File: config.mk
export PLATFORM = sky130hd
export DESIGN_NAME = cfg_ctx_dispatcher
export DESIGN_NICKNAME = d
export VERILOG_FILES = /design/src/rtl/cfg_ctx_dispatcher.sv
export SDC_FILE = /design/constraint.sdc
export NUM_CORES = 1
export LEC_CHECK = 0
export CORE_AREA = 2 2 227 229
export DETAILED_ROUTE_END_ITERATION = 10
export DIE_AREA = 0 0 229 231
export PLACE_DENSITY = 0.68
export SLEW_MARGIN = 10
export SYNTH_ARGS = -nofsm -noshare
export SYNTH_HDL_FRONTEND = slang
export SYNTH_SLANG_ARGS = --single-unit
File: constraint.sdc
create_clock -name clk_i -period 3.8 [get_ports clk_i]
set_clock_uncertainty 0.2 [all_clocks]
set_input_delay 0.95 -clock clk_i [delete_from_list [all_inputs] [get_ports clk_i]]
set_output_delay 0.95 -clock clk_i [all_outputs]
set_load 0.005 [all_outputs]
File: src/rtl/cfg_ctx_dispatcher.sv
// Purpose: holds N_CTX stream-configuration contexts; on an accepted request, latches one and fans decoded fields to ROU/ACT/IV/BA.
// Latency: ROU fields 1 cycle after accept; ACT/IV/BA after 1+*_DELAY; done_o pulses at 1+MAX_DELAY.
// Backpressure: ctx_ready_o is low while busy (except the done cycle) and during flush; the requester must hold ctx_valid_i.
module cfg_ctx_dispatcher #(
  parameter int N_STREAMS       = 4,
  parameter int N_CTX           = 4,
  parameter int ACT_DELAY       = 1,
  parameter int IV_DELAY        = 2,
  parameter int BA_DELAY        = 3,
  parameter int NBIT_HWLP_SEL   = 2,
  parameter int NBIT_IV_SEL     = 2,
  parameter int NBIT_IV_CONST   = 8,
  parameter int NBIT_N_BANKS    = 3,
  parameter int NBIT_BLOCK_SIZE = 4,
  parameter int NBIT_STREAM_LNS = 4,
  // Stream word layout, LSB first; each N_END_* is the exclusive end of its field.
  localparam int N_END_VALID = 1,
  localparam int N_END_ACC   = N_END_VALID + 1,
  localparam int N_END_HWLP  = N_END_ACC + NBIT_HWLP_SEL,
  localparam int N_END_IVSEL = N_END_HWLP + NBIT_IV_SEL,
  localparam int N_END_IVC   = N_END_IVSEL + NBIT_IV_CONST,
  localparam int N_END_NB    = N_END_IVC + NBIT_N_BANKS,
  localparam int N_END_SB    = N_END_NB + NBIT_N_BANKS,
  localparam int N_END_BS    = N_END_SB + NBIT_BLOCK_SIZE,
  localparam int N_END_LNS   = N_END_BS + NBIT_STREAM_LNS,
  localparam int NBIT_CFG_STREAM_WORD = N_END_LNS,
  // One extra index bit so that out-of-range ids are representable and reach the error check.
  localparam int CTX_W = $clog2(N_CTX) + 1
) (
  input  logic                                        clk_i,
  input  logic                                        rst_i,
  input  logic [N_CTX*N_STREAMS*NBIT_CFG_STREAM_WORD-1:0] cfgmem_content_i,
  input  logic                                        ctx_valid_i,
  output logic                                        ctx_ready_o,
  input  logic [CTX_W-1:0]                            ctx_id_i,
  input  logic [N_STREAMS-1:0]                        stream_mask_i,
  input  logic                                        flush_i,
  output logic                                        busy_o,
  output logic                                        done_o,
  output logic                                        ctx_err_o,
  output logic [N_STREAMS*NBIT_HWLP_SEL-1:0]          hwlp_sel_o,
  output logic [N_STREAMS*NBIT_IV_SEL-1:0]            iv_constraint_sel_o,
  output logic [N_STREAMS-1:0]                        is_acc_store_rou_o,
  output logic [N_STREAMS-1:0]                        is_age_active_rou_o,
  output logic [N_STREAMS-1:0]                        is_age_active_o,
  output logic [N_STREAMS*NBIT_IV_CONST-1:0]          const_iv_o,
  output logic [N_STREAMS*NBIT_N_BANKS-1:0]           n_banks_o,
  output logic [N_STREAMS*NBIT_N_BANKS-1:0]           start_banks_o,
  output logic [N_STREAMS*NBIT_BLOCK_SIZE-1:0]        block_size_o,
  output logic [N_STREAMS*NBIT_STREAM_LNS-1:0]        stream_lns_o,
  output logic [N_STREAMS-1:0]                        is_acc_store_o
);

  localparam int MAX_AI    = (ACT_DELAY > IV_DELAY) ? ACT_DELAY : IV_DELAY;
  localparam int MAX_DELAY = (MAX_AI > BA_DELAY) ? MAX_AI : BA_DELAY;
  localparam int CNT_W     = $clog2(MAX_DELAY + 1);
  localparam int SW        = NBIT_CFG_STREAM_WORD;
  localparam int CTX_BITS  = N_STREAMS * SW;
  localparam int IV_BITS   = N_STREAMS * NBIT_IV_CONST;
  // BA group word per stream: {is_acc_store, stream_lns, block_size, start_banks, n_banks}
  localparam int BA_W      = 2 * NBIT_N_BANKS + NBIT_BLOCK_SIZE + NBIT_STREAM_LNS + 1;
  localparam int BA_BITS   = N_STREAMS * BA_W;
  localparam int OFF_SB    = NBIT_N_BANKS;
  localparam int OFF_BS    = 2 * NBIT_N_BANKS;
  localparam int OFF_LNS   = OFF_BS + NBIT_BLOCK_SIZE;

  typedef enum logic {S_IDLE, S_BUSY} state_t;

  state_t                 state_q, state_d;
  logic [CNT_W-1:0]       cnt_q, cnt_d;
  logic [CTX_BITS-1:0]    cfg_q, cfg_d;
  logic [N_STREAMS-1:0]   mask_q, mask_d;
  logic                   err_q, err_d;

  logic [ACT_DELAY-1:0][N_STREAMS-1:0] act_pipe_q, act_pipe_d;
  logic [IV_DELAY-1:0][IV_BITS-1:0]    iv_pipe_q, iv_pipe_d;
  logic [BA_DELAY-1:0][BA_BITS-1:0]    ba_pipe_q, ba_pipe_d;

  logic [CTX_BITS-1:0]    cfg_sel;
  logic [SW-1:0]          word;
  logic [BA_W-1:0]        ba_word;
  logic [N_STREAMS-1:0]   dec_act, dec_acc;
  logic [IV_BITS-1:0]     dec_iv;
  logic [BA_BITS-1:0]     dec_ba;
  logic                   ctx_ok, done, ready, accept;

  // Context selection from the flat context memory by index.
  always_comb begin
    cfg_sel = '0;
    ctx_ok  = (ctx_id_i < CTX_W'(N_CTX));
    for (int c = 0; c < N_CTX; c++) begin
      if (ctx_id_i == CTX_W'(c)) cfg_sel = cfgmem_content_i[c*CTX_BITS +: CTX_BITS];
    end
  end

  // Decode latched context; masked streams lose valid and is_acc_store only.
  always_comb begin
    word                = '0;
    dec_act             = '0;
    dec_acc             = '0;
    dec_iv              = '0;
    dec_ba              = '0;
    hwlp_sel_o          = '0;
    iv_constraint_sel_o = '0;
    for (int s = 0; s < N_STREAMS; s++) begin
      word       = cfg_q[s*SW +: SW];
      dec_act[s] = word[0] & mask_q[s];
      dec_acc[s] = word[N_END_VALID] & mask_q[s];
      hwlp_sel_o[s*NBIT_HWLP_SEL +: NBIT_HWLP_SEL]        = word[N_END_ACC +: NBIT_HWLP_SEL];
      iv_constraint_sel_o[s*NBIT_IV_SEL +: NBIT_IV_SEL]   = word[N_END_HWLP +: NBIT_IV_SEL];
      dec_iv[s*NBIT_IV_CONST +: NBIT_IV_CONST]            = word[N_END_IVSEL +: NBIT_IV_CONST];
      dec_ba[s*BA_W +: BA_W] = {dec_acc[s],
                                word[N_END_BS +: NBIT_STREAM_LNS],
                                word[N_END_SB +: NBIT_BLOCK_SIZE],
                                word[N_END_NB +: NBIT_N_BANKS],
                                word[N_END_IVC +: NBIT_N_BANKS]};
    end
  end

  assign is_age_active_rou_o = dec_act;
  assign is_acc_store_rou_o  = dec_acc;

  // Control FSM: accept, error pulse, settle counter, flush override.
  always_comb begin
    state_d = state_q;
    cnt_d   = cnt_q;
    cfg_d   = cfg_q;
    mask_d  = mask_q;
    err_d   = 1'b0;
    // The done cycle already counts as free so back-to-back loads lose no cycle.
    done    = (state_q == S_BUSY) && (cnt_q == '0) && !flush_i;
    ready   = ((state_q == S_IDLE) || done) && !flush_i;
    accept  = ctx_valid_i && ready;
    if (state_q == S_BUSY) begin
      if (cnt_q != '0) cnt_d = cnt_q - CNT_W'(1);
      if (done) state_d = S_IDLE;
    end
    if (accept) begin
      if (ctx_ok) begin
        cfg_d   = cfg_sel;
        mask_d  = stream_mask_i;
        state_d = S_BUSY;
        cnt_d   = CNT_W'(MAX_DELAY);
      end else begin
        err_d   = 1'b1;
      end
    end
    if (flush_i) begin
      state_d = S_IDLE;
      cnt_d   = '0;
      cfg_d   = '0;
      mask_d  = '0;
      err_d   = 1'b0;
    end
  end

  // Group pipelines shift every cycle from the decode; each group is one bus so fields never mix contexts.
  always_comb begin
    act_pipe_d    = act_pipe_q;
    iv_pipe_d     = iv_pipe_q;
    ba_pipe_d     = ba_pipe_q;
    act_pipe_d[0] = dec_act;
    iv_pipe_d[0]  = dec_iv;
    ba_pipe_d[0]  = dec_ba;
    for (int i = 1; i < ACT_DELAY; i++) act_pipe_d[i] = act_pipe_q[i-1];
    for (int i = 1; i < IV_DELAY; i++)  iv_pipe_d[i]  = iv_pipe_q[i-1];
    for (int i = 1; i < BA_DELAY; i++)  ba_pipe_d[i]  = ba_pipe_q[i-1];
    if (flush_i) begin
      act_pipe_d = '0;
      iv_pipe_d  = '0;
      ba_pipe_d  = '0;
    end
  end

  // State and pipeline registers with synchronous reset.
  always_ff @(posedge clk_i) begin
    if (rst_i) begin
      state_q    <= S_IDLE;
      cnt_q      <= '0;
      cfg_q      <= '0;
      mask_q     <= '0;
      err_q      <= 1'b0;
      act_pipe_q <= '0;
      iv_pipe_q  <= '0;
      ba_pipe_q  <= '0;
    end else begin
      state_q    <= state_d;
      cnt_q      <= cnt_d;
      cfg_q      <= cfg_d;
      mask_q     <= mask_d;
      err_q      <= err_d;
      act_pipe_q <= act_pipe_d;
      iv_pipe_q  <= iv_pipe_d;
      ba_pipe_q  <= ba_pipe_d;
    end
  end

  // Unpack the last BA stage into its per-field output buses.
  always_comb begin
    ba_word        = '0;
    n_banks_o      = '0;
    start_banks_o  = '0;
    block_size_o   = '0;
    stream_lns_o   = '0;
    is_acc_store_o = '0;
    for (int s = 0; s < N_STREAMS; s++) begin
      ba_word = ba_pipe_q[BA_DELAY-1][s*BA_W +: BA_W];
      n_banks_o[s*NBIT_N_BANKS +: NBIT_N_BANKS]         = ba_word[0 +: NBIT_N_BANKS];
      start_banks_o[s*NBIT_N_BANKS +: NBIT_N_BANKS]     = ba_word[OFF_SB +: NBIT_N_BANKS];
      block_size_o[s*NBIT_BLOCK_SIZE +: NBIT_BLOCK_SIZE] = ba_word[OFF_BS +: NBIT_BLOCK_SIZE];
      stream_lns_o[s*NBIT_STREAM_LNS +: NBIT_STREAM_LNS] = ba_word[OFF_LNS +: NBIT_STREAM_LNS];
      is_acc_store_o[s] = ba_word[BA_W-1];
    end
  end

  assign is_age_active_o = act_pipe_q[ACT_DELAY-1];
  assign const_iv_o      = iv_pipe_q[IV_DELAY-1];
  assign ctx_ready_o     = ready;
  assign busy_o          = (state_q == S_BUSY);
  assign done_o          = done;
  assign ctx_err_o       = err_q;

endmodule
==> flow_metrics.py, run 1 <==
metrics = {
    "setup_path": {
        "r2r_start": "cnt_q[1]",
        "crit_path_start_kind": "primary input",
        "crit_path_end": "ctx_ready_o",
        "r2r_cells": 4,
        "rr_endpoint": "cfg_q[11]",
        "worstPathRequired_ps": 2650,
        "crit_fanout": 5,
        "worstPathArrival_ps": 2390,
        "endpoint_kind": "primary output",
        "worstSetupStartpoint": "flush_i",
        "r2r_slack_ps": 1780,
        "crit_type": "in2out",
    },
    "clocking": {
        "cts_root_buf": "clkbuf_16",
        "numCtsBuffers": 40,
        "htreeDepth": 2,
        "clkTransAtPathRegs_ps": 60,
        "clockBufferDepth": 3,
        "postCtsSetupRepairBufs": 0,
        "cts.sinks": 368,
        "cts_tree": "yes",
        "hold_buffers": 0,
        "clk_latency_ps": 540,
    },
    "sta": {
        "relSlewSlack_pct": 38.6,
        "setup_viol": 0,
        "finalCriticalPeriod_ps": 3540,
        "fmax_ghz": 0.282,
        "max_slew.worst_pin.slew_ps": 921,
        "setup_slack_ps": 257,
        "report.final.slew_viol_count": 0,
        "fin_crit_sh_pct": 93.2,
        "holdWs_ps": 212,
        "hold_viol": 0,
        "grt_setup_unrepaired": "no",
    },
    "placed_design": {
        "dpl.hpwl_um": 31600,
        "placedCellCount": 2505,
        "place_congestion": 0.843,
        "dp_slack_ps": 14.8,
        "portBuffers": 582,
    },
    "synth": {
        "synth_area_mm2": 0.0159,
        "yosys-top-cells-area": "dfxtp_1 46%, mux2_2 16%, and2_1 9.9%, buf_4 5.7%, a211oi_2 5.5%",
        "async_flop_share_pct": 0,
        "synth-seq-cells": 368,
        "synth.area.mux_share_pct": 15.9,
        "synth_top_family_by_area": "compound AO/OA/AOI/OAI gates",
        "synth_fa_ha_area_share_pct": 0,
        "syn_nets": 1908,
        "synthDistinctLibCells": 31,
        "synth_edf_count": 0,
        "yosysTopAreaCellShare_pct": 46.3,
        "synth-compound-area-share_pct": 16.6,
        "avgSynthCellArea_um2": 11.0,
        "yosys_warnings": 0,
        "synthCells": 1449,
        "synth-seq-area-share_pct": 46.3,
        "yosysTopAreaCell": "dfxtp_1",
        "synthSimpleGateAreaFrac_pct": 10.8,
        "yosys-top-cells-count": "368 x dfxtp_1, 252 x and2_1, 220 x mux2_2",
        "synth-xor-area-share_pct": 0,
        "yosysMostFrequentCell": "dfxtp_1",
        "synth_flop_cell": "dfxtp_1",
    },
    "grt": {
        "grt_usage_pct": 16.2,
        "grt_pass1_wl_um": 68000,
        "busiest_layer": "met2",
        "grt_max_degree": 139,
        "antenna_found_initial": 2,
        "grtUsageMet2_pct": 28.3,
        "use_met3_pct": 4.40,
        "grt_pass1_vias": 12100,
        "grt-ovfl-total": 0,
        "globalRouteMet1Util_pct": 19.0,
    },
    "pwr": {
        "leakage_nw": 8.09,
        "ir_drop_mv": 0.247,
        "p_per_area_mw_per_mm2": 395,
        "total_power_mw": 8.96,
    },
    "floorplan": {
        "die_w_um": 229,
        "core_mm2": 0.0507,
        "rows": 83,
        "ios": 583,
        "die_area_mm2": 0.0529,
        "initial_utilization_pct": 31.4,
        "die_y_um": 231,
    },
    "routing": {
        "drc": 0,
        "num_vias": 11900,
        "avgViaCountPerCell": 4.60,
        "routedWlPerCell_um": 17.3,
        "routed_wl_um": 44600,
        "drtIter0Drc": 585,
        "firstDrtPassIters": 5,
        "ant_nets": 0,
    },
    "worst_hold_path": {
        "hold_class": "reg2reg",
    },
    "finish": {
        "drive_above_1_share_pct": 20.8,
        "nNetsFinal": 2326,
        "areaGrowthSynthToFinish_pct": 42.6,
        "stdcell_count": 2577,
    },
    "status": {
        "outcome": "completed",
    },
    "job": {
        "maxCapViolations": 0,
    },
}
## through the flow
stage	cell area, µm²	setup TNS [ps]	util [%]
finish	22700	0	44.8
detailed placement	21300	0	42.1
CTS	22700	0	44.8
floorplan	15900	0	-
global placement	21300	-63.8	42.1
global route	22700	0	44.8
## cell type report
type,count,area [µm²]
clock inverter,16,199
tap,680,851
clock buffer,54,1140
antenna,2,5.00
multi-input combinational,846,6930
timing repair buffer,611,6180
sequential,368,7370
fill,4749,28000
## routing by layer
layer	vias up	part of all wire (%)
met2	352	50
met3	77	6.6
li1	5830	-
met1	5601	41
met5	-	0.029
met4	2	2.8
## worst min path at each step
stage | cells after the start | startpoint | to
2_1_floorplan | 1 | ba_pipe_q[40] | ba_pipe_q[100]
3_3_place_gp | 1 | iv_pipe_q[20] | const_iv_o[20]
3_5_place_dp | 1 | iv_pipe_q[17] | const_iv_o[17]
4_1_cts | 1 | iv_pipe_q[31] | const_iv_o[31]
5_1_grt | 1 | ba_pipe_q[109] | start_banks_o[10]
6_report | 1 | iv_pipe_q[31] | const_iv_o[31]
## critical path, cell delays in order
cell	delay, ps
clkdlybuf4s50_1	530
buf_4	230
nor2_1	130
clkdlybuf4s50_1	550
## timing repair
action                     CTS  global route
setup endpoints to repair    1             0
gates resized for setup      1             0
hold endpoints to repair     0             0
## sequential cells by signal, indices dropped and copies added, names as in the netlist, 4 cells and up
| signal | flops |
|---|---|
| ba_pipe_q | 120 |
| block_size_o | 16 |
| cfg_q | 112 |
| const_iv_o | 32 |
| is_acc_store_o | 4 |
| is_age_active_o | 4 |
| iv_pipe_q | 32 |
| mask_q | 4 |
| n_banks_o | 12 |
| start_banks_o | 12 |
| stream_lns_o | 16 |
## placed cells by master, fill, tap and decap left out, types with 2 or more instances in the layout
cell type / instances
and3_1: 4
bufinv_16: 4
clkinvlp_4: 2
o21ai_0: 6
and2_1: 252
clkbuf_16: 41
a22oi_1: 110
clkbuf_8: 8
mux4_2: 2
a211oi_2: 70
clkinv_4: 2
diode_2: 2
nand3_1: 6
nor2_4: 3
dfxtp_1: 368
clkbuf_1: 6
buf_4: 18
buf_12: 11
nand2_1: 3
mux2_2: 220
clkinv_2: 7
a21oi_1: 119
clkdlybuf4s50_1: 581
a211oi_1: 40
## logic make-up (layout without fill, tap and decap cells)
family                 Yosys count  after routing
DFF                            368            368
AOI/OAI and AO/OA              347            347
and+or+nand+nor                276            276
buffers and inverters          235            681
muxes                          223            223
other                            0              2
## power breakdown
| group | switching [mW] | leakage, nW | internal, mW |
|---|---|---|---|
| Combinational | 0.420 | 4.46 | 0.708 |
| Clock | 1.54 | 0.661 | 2.39 |
| Sequential | 0.0156 | 2.97 | 3.90 |
No activity file was read; power rests on OpenSTA's default activity.
==> run 2, diff against run 1 <==
--- a/config.mk
+++ b/config.mk
@@ -9,6 +9,7 @@
 export DETAILED_ROUTE_END_ITERATION = 10
 export DIE_AREA = 0 0 229 231
 export PLACE_DENSITY = 0.68
+export REMOVE_ABC_BUFFERS = 1
 export SLEW_MARGIN = 10
 export SYNTH_ARGS = -nofsm -noshare
 export SYNTH_HDL_FRONTEND = slang
==> run 2 against run 1 <==
Compared with the run above: largest power group is now sequential cells; first-iteration DRC count down 7.4%; sequential share of layout area about the same; non-clock buffer count unchanged; highest routed layer is now met4; via count down 0.78%; worst hold slack worse by 2.7 ps; maximum frequency up 3.0%.
==> flow_metrics.py, run 2 (synthesized netlist as in run 1, its figures left out) <==
metrics = {
    "finish": {
        "postLayoutCellArea_mm2": 0.0227,
        "areaGrowthSynthToFinish_pct": 42.6,
        "largest_register": "ba_pipe_q",
        "fillers": 4806,
        "largest_reg_flops": 120,
        "reg_top3": "ba_pipe_q: 120 flops, cfg_q: 112 flops",
        "nNetsFinal": 2325,
        "mostFrequentLayoutCell": "clkdlybuf4s50_1",
        "final_cell_mix": "581 x clkdlybuf4s50_1, 368 x dfxtp_1, 252 x and2_1, 220 x mux2_2, 119 x a21oi_1",
        "drive_above_1_share_pct": 20.7,
    },
    "setup_path": {
        "rr_endpoint": "cfg_q[45]",
        "endpoint_kind": "primary output",
        "worstPathArrival_ps": 2290,
        "worstSetupStartpoint": "flush_i",
        "crit_fanout": 6,
        "r2r_slack_ps": 1880,
        "crit_path_start_kind": "primary input",
        "worstPathRequired_ps": 2650,
        "r2r_start": "cnt_q[1]",
        "crit_path_end": "ctx_ready_o",
        "r2r_cells": 4,
        "crit_type": "in2out",
    },
    "sta": {
        "hold_viol": 0,
        "fmax_ghz": 0.291,
        "fin_crit_sh_pct": 90.5,
        "relSlewSlack_pct": 48.1,
        "setup_viol": 0,
        "grt_setup_unrepaired": "no",
        "report.final.slew_viol_count": 0,
        "finalCriticalPeriod_ps": 3440,
        "fin_setup_tns_ps": 0,
        "max_slew.worst_pin.slew_ps": 778,
    },
    "floorplan": {
        "core_mm2": 0.0507,
        "die_y_um": 231,
        "die_area_mm2": 0.0529,
        "initial_utilization_pct": 31.4,
        "rows": 83,
        "die_w_um": 229,
        "ios": 583,
    },
    "routing": {
        "ant_nets": 0,
        "routedWlPerCell_um": 16.4,
        "drtIter0Drc": 542,
        "drc": 0,
        "num_vias": 11800,
        "avgViaCountPerCell": 4.57,
        "firstDrtPassIters": 4,
        "routed_wl_um": 42200,
    },
    "clocking": {
        "postCtsResizedCells": 0,
        "htreeDepth": 2,
        "cts.sinks": 368,
        "postCtsSetupRepairBufs": 0,
        "hold_buffers": 0,
        "numCtsBuffers": 39,
        "clk_latency_ps": 530,
        "clockBufferDepth": 3,
        "cts_root_buf": "clkbuf_16",
        "cts_tree": "yes",
        "clkTransAtPathRegs_ps": 60,
    },
    "status": {
        "outcome": "completed",
    },
    "pwr": {
        "ir_drop_mv": 0.248,
        "leakage_nw": 8.09,
        "p_per_area_mw_per_mm2": 393,
    },
    "grt": {
        "grt_pass1_wl_um": 65600,
        "antenna_found_initial": 1,
        "grt_max_degree": 126,
        "grt_usage_pct": 15.4,
        "grt-ovfl-total": 0,
        "grt_pass1_vias": 12100,
    },
    "placed_design": {
        "portBuffers": 582,
        "place_congestion": 0.838,
        "postPlaceCellArea_mm2": 0.0213,
        "dpl.hpwl_um": 29800,
    },
    "worst_hold_path": {
        "hold_class": "reg2reg",
    },
    "job": {
        "maxCapViolations": 0,
    },
}
==> run 2: cell types whose count changed in the layout (fill, tap and decap cells not counted), sizes merged <==
cell	before	now
clkinv	9	5
clkbuf	55	56
diode	2	1
inv	1	3
bufinv	4	3
==> run 2: layout make-up <==
class	count	area [µm²]	area share [%]
repair buffers	611	6200	27.3
multi-input cells	846	6930	30.6
clock inverters	13	159	0.701
clock buffers	55	1170	5.15
well taps	680	851	3.75
flip-flops and latches	368	7370	32.5
diodes	1	2.50	0.0110
==> run 2: layer usage <==
layer | global-route usage, % | wire [µm]
met2 | 27.2 | 21100
met4 | 4.77 | 973
met5 | 0 | 0
met1 | 17.5 | 17000
met3 | 4.95 | 3130
==> run 2: worst min path at each step <==
stage,from,end,cells past startpoint
final,ba_pipe_q[116],stream_lns_o[13],1
after global routing,ba_pipe_q[116],stream_lns_o[13],1
after CTS,ba_pipe_q[116],stream_lns_o[13],1
after detailed placement,iv_pipe_q[1],const_iv_o[1],1
after global placement,ba_pipe_q[39],ba_pipe_q[99],1
after floorplan,ba_pipe_q[40],ba_pipe_q[100],1
==> run 2: metrics by stage <==
stage | worst slack (ps) | power (mW) | util (%) | hold slack (ps) | std cells
2_1_floorplan | -4400 | 4.44 | - | 206 | 1214
3_3_place_gp | 371 | 5.10 | 42.1 | 207 | 2505
3_5_place_dp | 366 | 5.12 | 42.1 | 210 | 2505
4_1_cts | 355 | 9.04 | 44.7 | 206 | 2573
5_1_grt | 309 | 9.27 | 44.7 | 228 | 2574
6_report | 360 | 8.91 | 44.7 | 209 | 2574
==> run 2: worst max-delay path: stages <==
cell	delay, ps
clkdlybuf4s50_1	540
nor2_1	210
clkdlybuf4s50_1	590
==> run 2: report_power, final <==
group	leakage (nW)	internal, mW	switching [mW]	total [mW]
clock	0.653	2.35	1.52	3.88
combinational	4.47	0.708	0.410	1.12
sequential	2.97	3.90	0.0151	3.91
==> run 3, diff against run 2 <==
--- a/config.mk
+++ b/config.mk
@@ -5,10 +5,12 @@
 export SDC_FILE = /design/constraint.sdc
 export NUM_CORES = 1
 export LEC_CHECK = 0
-export CORE_AREA = 2 2 227 229
+export CORE_AREA = 2 2 229 231
+export CTS_CLUSTER_SIZE = 16
 export DETAILED_ROUTE_END_ITERATION = 10
-export DIE_AREA = 0 0 229 231
-export PLACE_DENSITY = 0.68
+export DIE_AREA = 0 0 231 233
+export DONT_BUFFER_PORTS = 1
+export PLACE_DENSITY = 0.53
 export REMOVE_ABC_BUFFERS = 1
 export SLEW_MARGIN = 10
 export SYNTH_ARGS = -nofsm -noshare
==> run 3 against run 2 <==
Compared with the run above: via count shrank 20%; final area shrank 26%; critical endpoint unchanged; utilization decreased by 12 points; sequential power barely moved; clock power grew 3%; critical path type is now reg2out; setup slack better by 620 ps; register-to-register slack worse by 130 ps; sequential share of layout area is 11 points higher.
==> flow_metrics.py, run 3 (synthesized netlist as in run 1, its figures left out) <==
metrics = {
    "sta": {
        "setup_slack_ps": 978,
        "fmax_ghz": 0.354,
        "hold_viol": 0,
        "report.final.slew_viol_count": 0,
        "max_slew.worst_pin.slew_ps": 750,
        "holdWs_ps": 213,
        "grt_setup_unrepaired": "no",
        "relSlewSlack_pct": 50.0,
        "setup_viol": 0,
        "finalCriticalPeriod_ps": 2820,
        "fin_crit_sh_pct": 74.3,
    },
    "floorplan": {
        "rows": 83,
        "initial_utilization_pct": 31.1,
        "core_mm2": 0.0511,
        "die_y_um": 233,
        "die_w_um": 231,
        "die_area_mm2": 0.0538,
        "ios": 583,
    },
    "clocking": {
        "postCtsResizedCells": 0,
        "postCtsSetupRepairBufs": 0,
        "htreeDepth": 2,
        "numCtsBuffers": 41,
        "cts_tree": "yes",
        "cts.sinks": 368,
        "clk_latency_ps": 540,
        "clkTransAtPathRegs_ps": 60,
        "clockBufferDepth": 3,
        "cts_root_buf": "clkbuf_16",
        "hold_buffers": 0,
    },
    "finish": {
        "largest_reg_flops": 120,
        "drive_above_1_share_pct": 29.1,
        "postLayoutCellArea_mm2": 0.0168,
        "fin_util_pct": 32.8,
        "largest_register": "ba_pipe_q",
        "reg_top3": "ba_pipe_q: 120 flops, cfg_q: 112 flops",
        "mostFrequentLayoutCell": "dfxtp_1",
        "areaGrowthSynthToFinish_pct": 5.34,
        "final_cell_mix": "368 x dfxtp_1, 252 x and2_1, 220 x mux2_2, 119 x a21oi_1, 110 x a22oi_1",
        "fillers": 5171,
        "nNetsFinal": 1731,
    },
    "setup_path": {
        "crit_fanout": 8,
        "slowest_stage": "dfxtp_1",
        "cp_num_buf_inv": 0,
        "cp_top_family": "flip-flops",
        "cp_slowest_stage_delay_ps": 570,
        "crit_path_start_kind": "flip-flop",
        "crit_type": "reg2out",
        "worstPathArrival_ps": 1670,
        "worstPathRequired_ps": 2650,
        "endpoint_kind": "primary output",
        "path_cells": "o21a_1 -> nor2_1",
    },
    "routing": {
        "num_vias": 9433,
        "drtIter0Drc": 460,
        "avgViaCountPerCell": 4.76,
        "firstDrtPassIters": 6,
        "routedWlPerCell_um": 18.5,
        "drc": 0,
        "routed_wl_um": 36600,
        "ant_nets": 0,
    },
    "placed_design": {
        "dpl.hpwl_um": 23500,
        "postPlaceCellArea_mm2": 0.0154,
        "portBuffers": 0,
        "place_congestion": 0.792,
        "dp_slack_ps": 989,
    },
    "grt": {
        "grt_pass1_vias": 9420,
        "grt_max_degree": 223,
        "grt_pass1_wl_um": 54500,
        "grt-ovfl-total": 0,
        "grt_usage_pct": 12.9,
        "antenna_found_initial": 3,
    },
    "job": {
        "maxCapViolations": 0,
    },
    "pwr": {
        "ir_drop_mv": 0.241,
        "leakage_nw": 5.82,
        "p_per_area_mw_per_mm2": 505,
    },
    "worst_hold_path": {
        "hold_class": "reg2reg",
    },
    "status": {
        "outcome": "completed",
    },
}
run 3: cell types whose count changed in the layout (fill, tap and decap cells not counted), sizes merged:
cell           change
clkinvlp           -1
clkdlybuf4s50    -581
buf               -14
clkinv             +2
clkbuf             +2
inv                -2
run 3: metal layers:
layer	vias to the layer above	wire, µm	global-route usage (%)
met5	-	0	0
met1	4395	15000	15.3
met3	52	2770	4.17
li1	4635	-	-
met4	0	793	4.07
met2	351	18100	21.9
run 3: through the flow:
step	TNS, ps	cells	power, mW
floorplan	-1165490	1214	4.44
global placement	0	1909	4.56
detailed placement	0	1909	4.57
CTS	0	1979	8.63
global route	0	1980	8.84
finish	0	1980	8.47
run 3: area by class of cell:
type                    instances  area, µm²  share of cell area [%]
well taps                     680        851                    5.08
repair buffers                 15        238                    1.42
flip-flops and latches        368       7370                    44.0
diodes                          1       2.50                  0.0149
multi-input cells             846       6930                    41.4
clock inverters                12        145                   0.866
clock buffers                  58       1220                    7.30
run 3: power by group:
part	leakage, nW	internal [mW]	total, mW	switching, mW
clock	0.676	2.44	3.99	1.56
combinational	2.18	0.281	0.561	0.280
sequential	2.97	3.90	3.91	0.0173
run 3: worst reg2reg max path, stage by stage (launching register included):
cell      delay [ps]
dfxtp_1          440
o21a_1           270
nor2_4           470
buf_12           320
a211oi_1         210
run 3: worst paths after layout:
kind | end | startpoint | cells after the start | slack [ps]
setup / recovery | ctx_ready_o | busy_o | 2 | 980
hold / removal | ba_pipe_q[102] | ba_pipe_q[42] | 1 | 210
setup reg to reg | cfg_q[5] | busy_o | 4 | 1750
hold reg to reg | ba_pipe_q[102] | ba_pipe_q[42] | 1 | 210
==> RTL change, RTL diff (config.mk and constraints of run 2) <==
The output `ctx_err_o` loses its register stage (`err_q` becomes a continuous assignment).
--- a/src/rtl/cfg_ctx_dispatcher.sv
+++ b/src/rtl/cfg_ctx_dispatcher.sv
@@ -180,5 +180,4 @@
       cfg_q      <= '0;
       mask_q     <= '0;
-      err_q      <= 1'b0;
       act_pipe_q <= '0;
       iv_pipe_q  <= '0;
@@ -189,5 +188,4 @@
       cfg_q      <= cfg_d;
       mask_q     <= mask_d;
-      err_q      <= err_d;
       act_pipe_q <= act_pipe_d;
       iv_pipe_q  <= iv_pipe_d;
@@ -195,4 +193,6 @@
     end
   end
+
+  assign err_q = err_d;
 
   // Unpack the last BA stage into its per-field output buses.
Formal check against the unedited RTL: not equivalent (Yosys sat finds a counterexample within 4 cycles, from zero or initial values).
==> RTL change against run 2 <==
Wire length increased by 1.4%. Power shrank 1.2%. Final cell count increased by 0.12%. Worst setup slack better by 0.024 ns. Synthesized area fell by 2.5%. Sequential cell count shrank 1. Non-clock buffer count rose by 3. Design area fell by 1.4%. Sequential share of layout area is 0.36 points higher. Critical endpoint is now done_o. Largest cell class unchanged.
==> RTL change: results (changes against run 2) <==
worst_hold_path.endpoint: "ba_pipe_q[118]$_SDFF_PP0_"  # was stream_lns_o[13]$_SDFF_PP0_
grtUsageMet1_pct: 17.6  # was 17.5%
powerClk_mw: 3.80  # was 3.88 mW
grtUsageTotal_pct: 15.6  # was 15.4%
ys_seq_area_share_pct: 47.4  # was 46.3%
grt_use_met3_pct: 4.14  # was 4.95%
use_met2_pct: 27.7  # was 27.2%
rr_worst_depth: 4  # unchanged
drt_iter0_drc: 452  # was 542
reg2reg_from: "cnt_q[1]$_SDFF_PP0_"  # unchanged
final_nets: 2329  # was 2325
yosysWarningCount: 0  # unchanged
min_path_cells: 1  # unchanged
peakVddDrop_mv: 0.281  # was 0.248 mV
clockRootBuffer: "clkbuf_16"  # unchanged
power.leakage_nw: 8.07  # was 8.09 nW
path_clk_slew_ns: 0.06  # about the same
antenna_found_initial: 1  # unchanged
final.fill_count: 4786  # was 4806
diodes: 0  # was 1
numCtsBuffers: 39  # unchanged
hold_ws_ns: 0.216  # was 0.209 ns
vias: 11900  # was 11800
gp_congestion: 0.904  # was 0.838
synth_common_cells: "dfxtp_1, and2_1, mux2_2"  # unchanged
p_int_mw: 6.91  # was 6.96 mW
arrival_ns: 2.27  # was 2.29 ns
cp_max_fo: 3  # was 6
hp-class: "flip-flop to flip-flop"  # unchanged
r2r_slack_ns: 1.90  # was 1.88 ns
comb_power_mw: 1.09
clk_latency_ns: 0.53  # about the same
yosys-top-cells-area: "dfxtp_1, mux2_2, and2_1"  # unchanged
cts_max_path_buffers: 3  # unchanged
cp_slowest_stage_delay_ns: 0.58
htree_levels: 2  # unchanged
hold_start: "ba_pipe_q[58]$_SDFF_PP0_"  # was ba_pipe_q[116]$_SDFF_PP0_
grt_pass1_wl_mm: 66.6  # was 65.6 mm
hpwlAfterDp_mm: 31.0  # was 29.8 mm
top_regs: "ba_pipe_q: 120 flops, cfg_q: 112 flops"  # unchanged
dr.pass1.iters: 4  # unchanged
crit_slowest_cell: "clkdlybuf4s50_1"  # unchanged
worst_slew_pin_slew_ns: 0.750  # was 0.778 ns
cp_top_family: "buffers and inverters"  # unchanged
grt_max_degree: 120  # was 126
drive_above_1_share_pct: 16.0  # was 20.7%
drt_wl_total_mm: 42.8  # was 42.2 mm
place_area_um2: 21100  # was 21300 um2
status: "complete, no violations"  # unchanged
synth_cell_type_count: 32  # was 31
synth-async-reset-ratio_pct: 0  # unchanged
ctsResizeCount: 0  # unchanged
rr_endpoint: "cfg_q[18]$_SDFFE_PP0P_"  # was cfg_q[45]$_SDFFE_PP0P_
## RTL change: cell types whose count changed after synthesis, moves of 7 or more
cell	delta
a211oi_1	+61
a211oi_2	-60
mux2_2	-29
mux2_1	+28
buf_12	-8
buf_2	+8
buf_1	-7
buf_6	+7
## RTL change: kinds of logic (layout without fill, tap and decap cells)
logic type	Yosys count	in the layout	share of synthesized area, %
multiplexers	223	223	16.3
flip-flops	367	367	47.4
buffers and inverters	235	683	9.92
AO/OA/AOI/OAI	351	351	15.3
AND/OR/NAND/NOR	273	273	11.0
## RTL change: worst max path at each step
stage                     startpoint                       end  cells past startpoint
after global routing         flush_i                    done_o                      3
after floorplan                rst_i  ba_pipe_q[14]$_SDFF_PP0_                      2
after CTS                    flush_i                    done_o                      3
after global placement       flush_i                 ctx_err_o                      4
final                        flush_i                    done_o                      3
after detailed placement     flush_i                    done_o                      3
## RTL change: layer usage
layer	share of wire (%)	wire length [um]
met1	40	17300
met2	49	21200
met3	6.5	2800
met4	3.5	1500
met5	0.023	10
## RTL change: per-stage QoR
stage / power (mW) / setup WS (ns) / std cells / util (%)
final: 8.80 / 0.385 / 2577 / 44.1
after CTS: 8.93 / 0.392 / 2577 / 44.1
after detailed placement: 5.08 / 0.414 / 2509 / 41.6
after global routing: 9.17 / 0.383 / 2577 / 44.1
after floorplan: 4.39 / -2.67 / 1215 / -
after global placement: 5.06 / 0.412 / 2509 / 41.6
## RTL change: layout make-up
class / instances / share of cell area (%)
Sequential cell: 367 / 32.9
Clock buffer: 55 / 5.00
Clock inverter: 13 / 0.767
Tap cell: 680 / 3.80
Inverter: 1 / 0.0168
Multi-Input combinational cell: 847 / 29.7
Timing Repair Buffer: 614 / 27.8
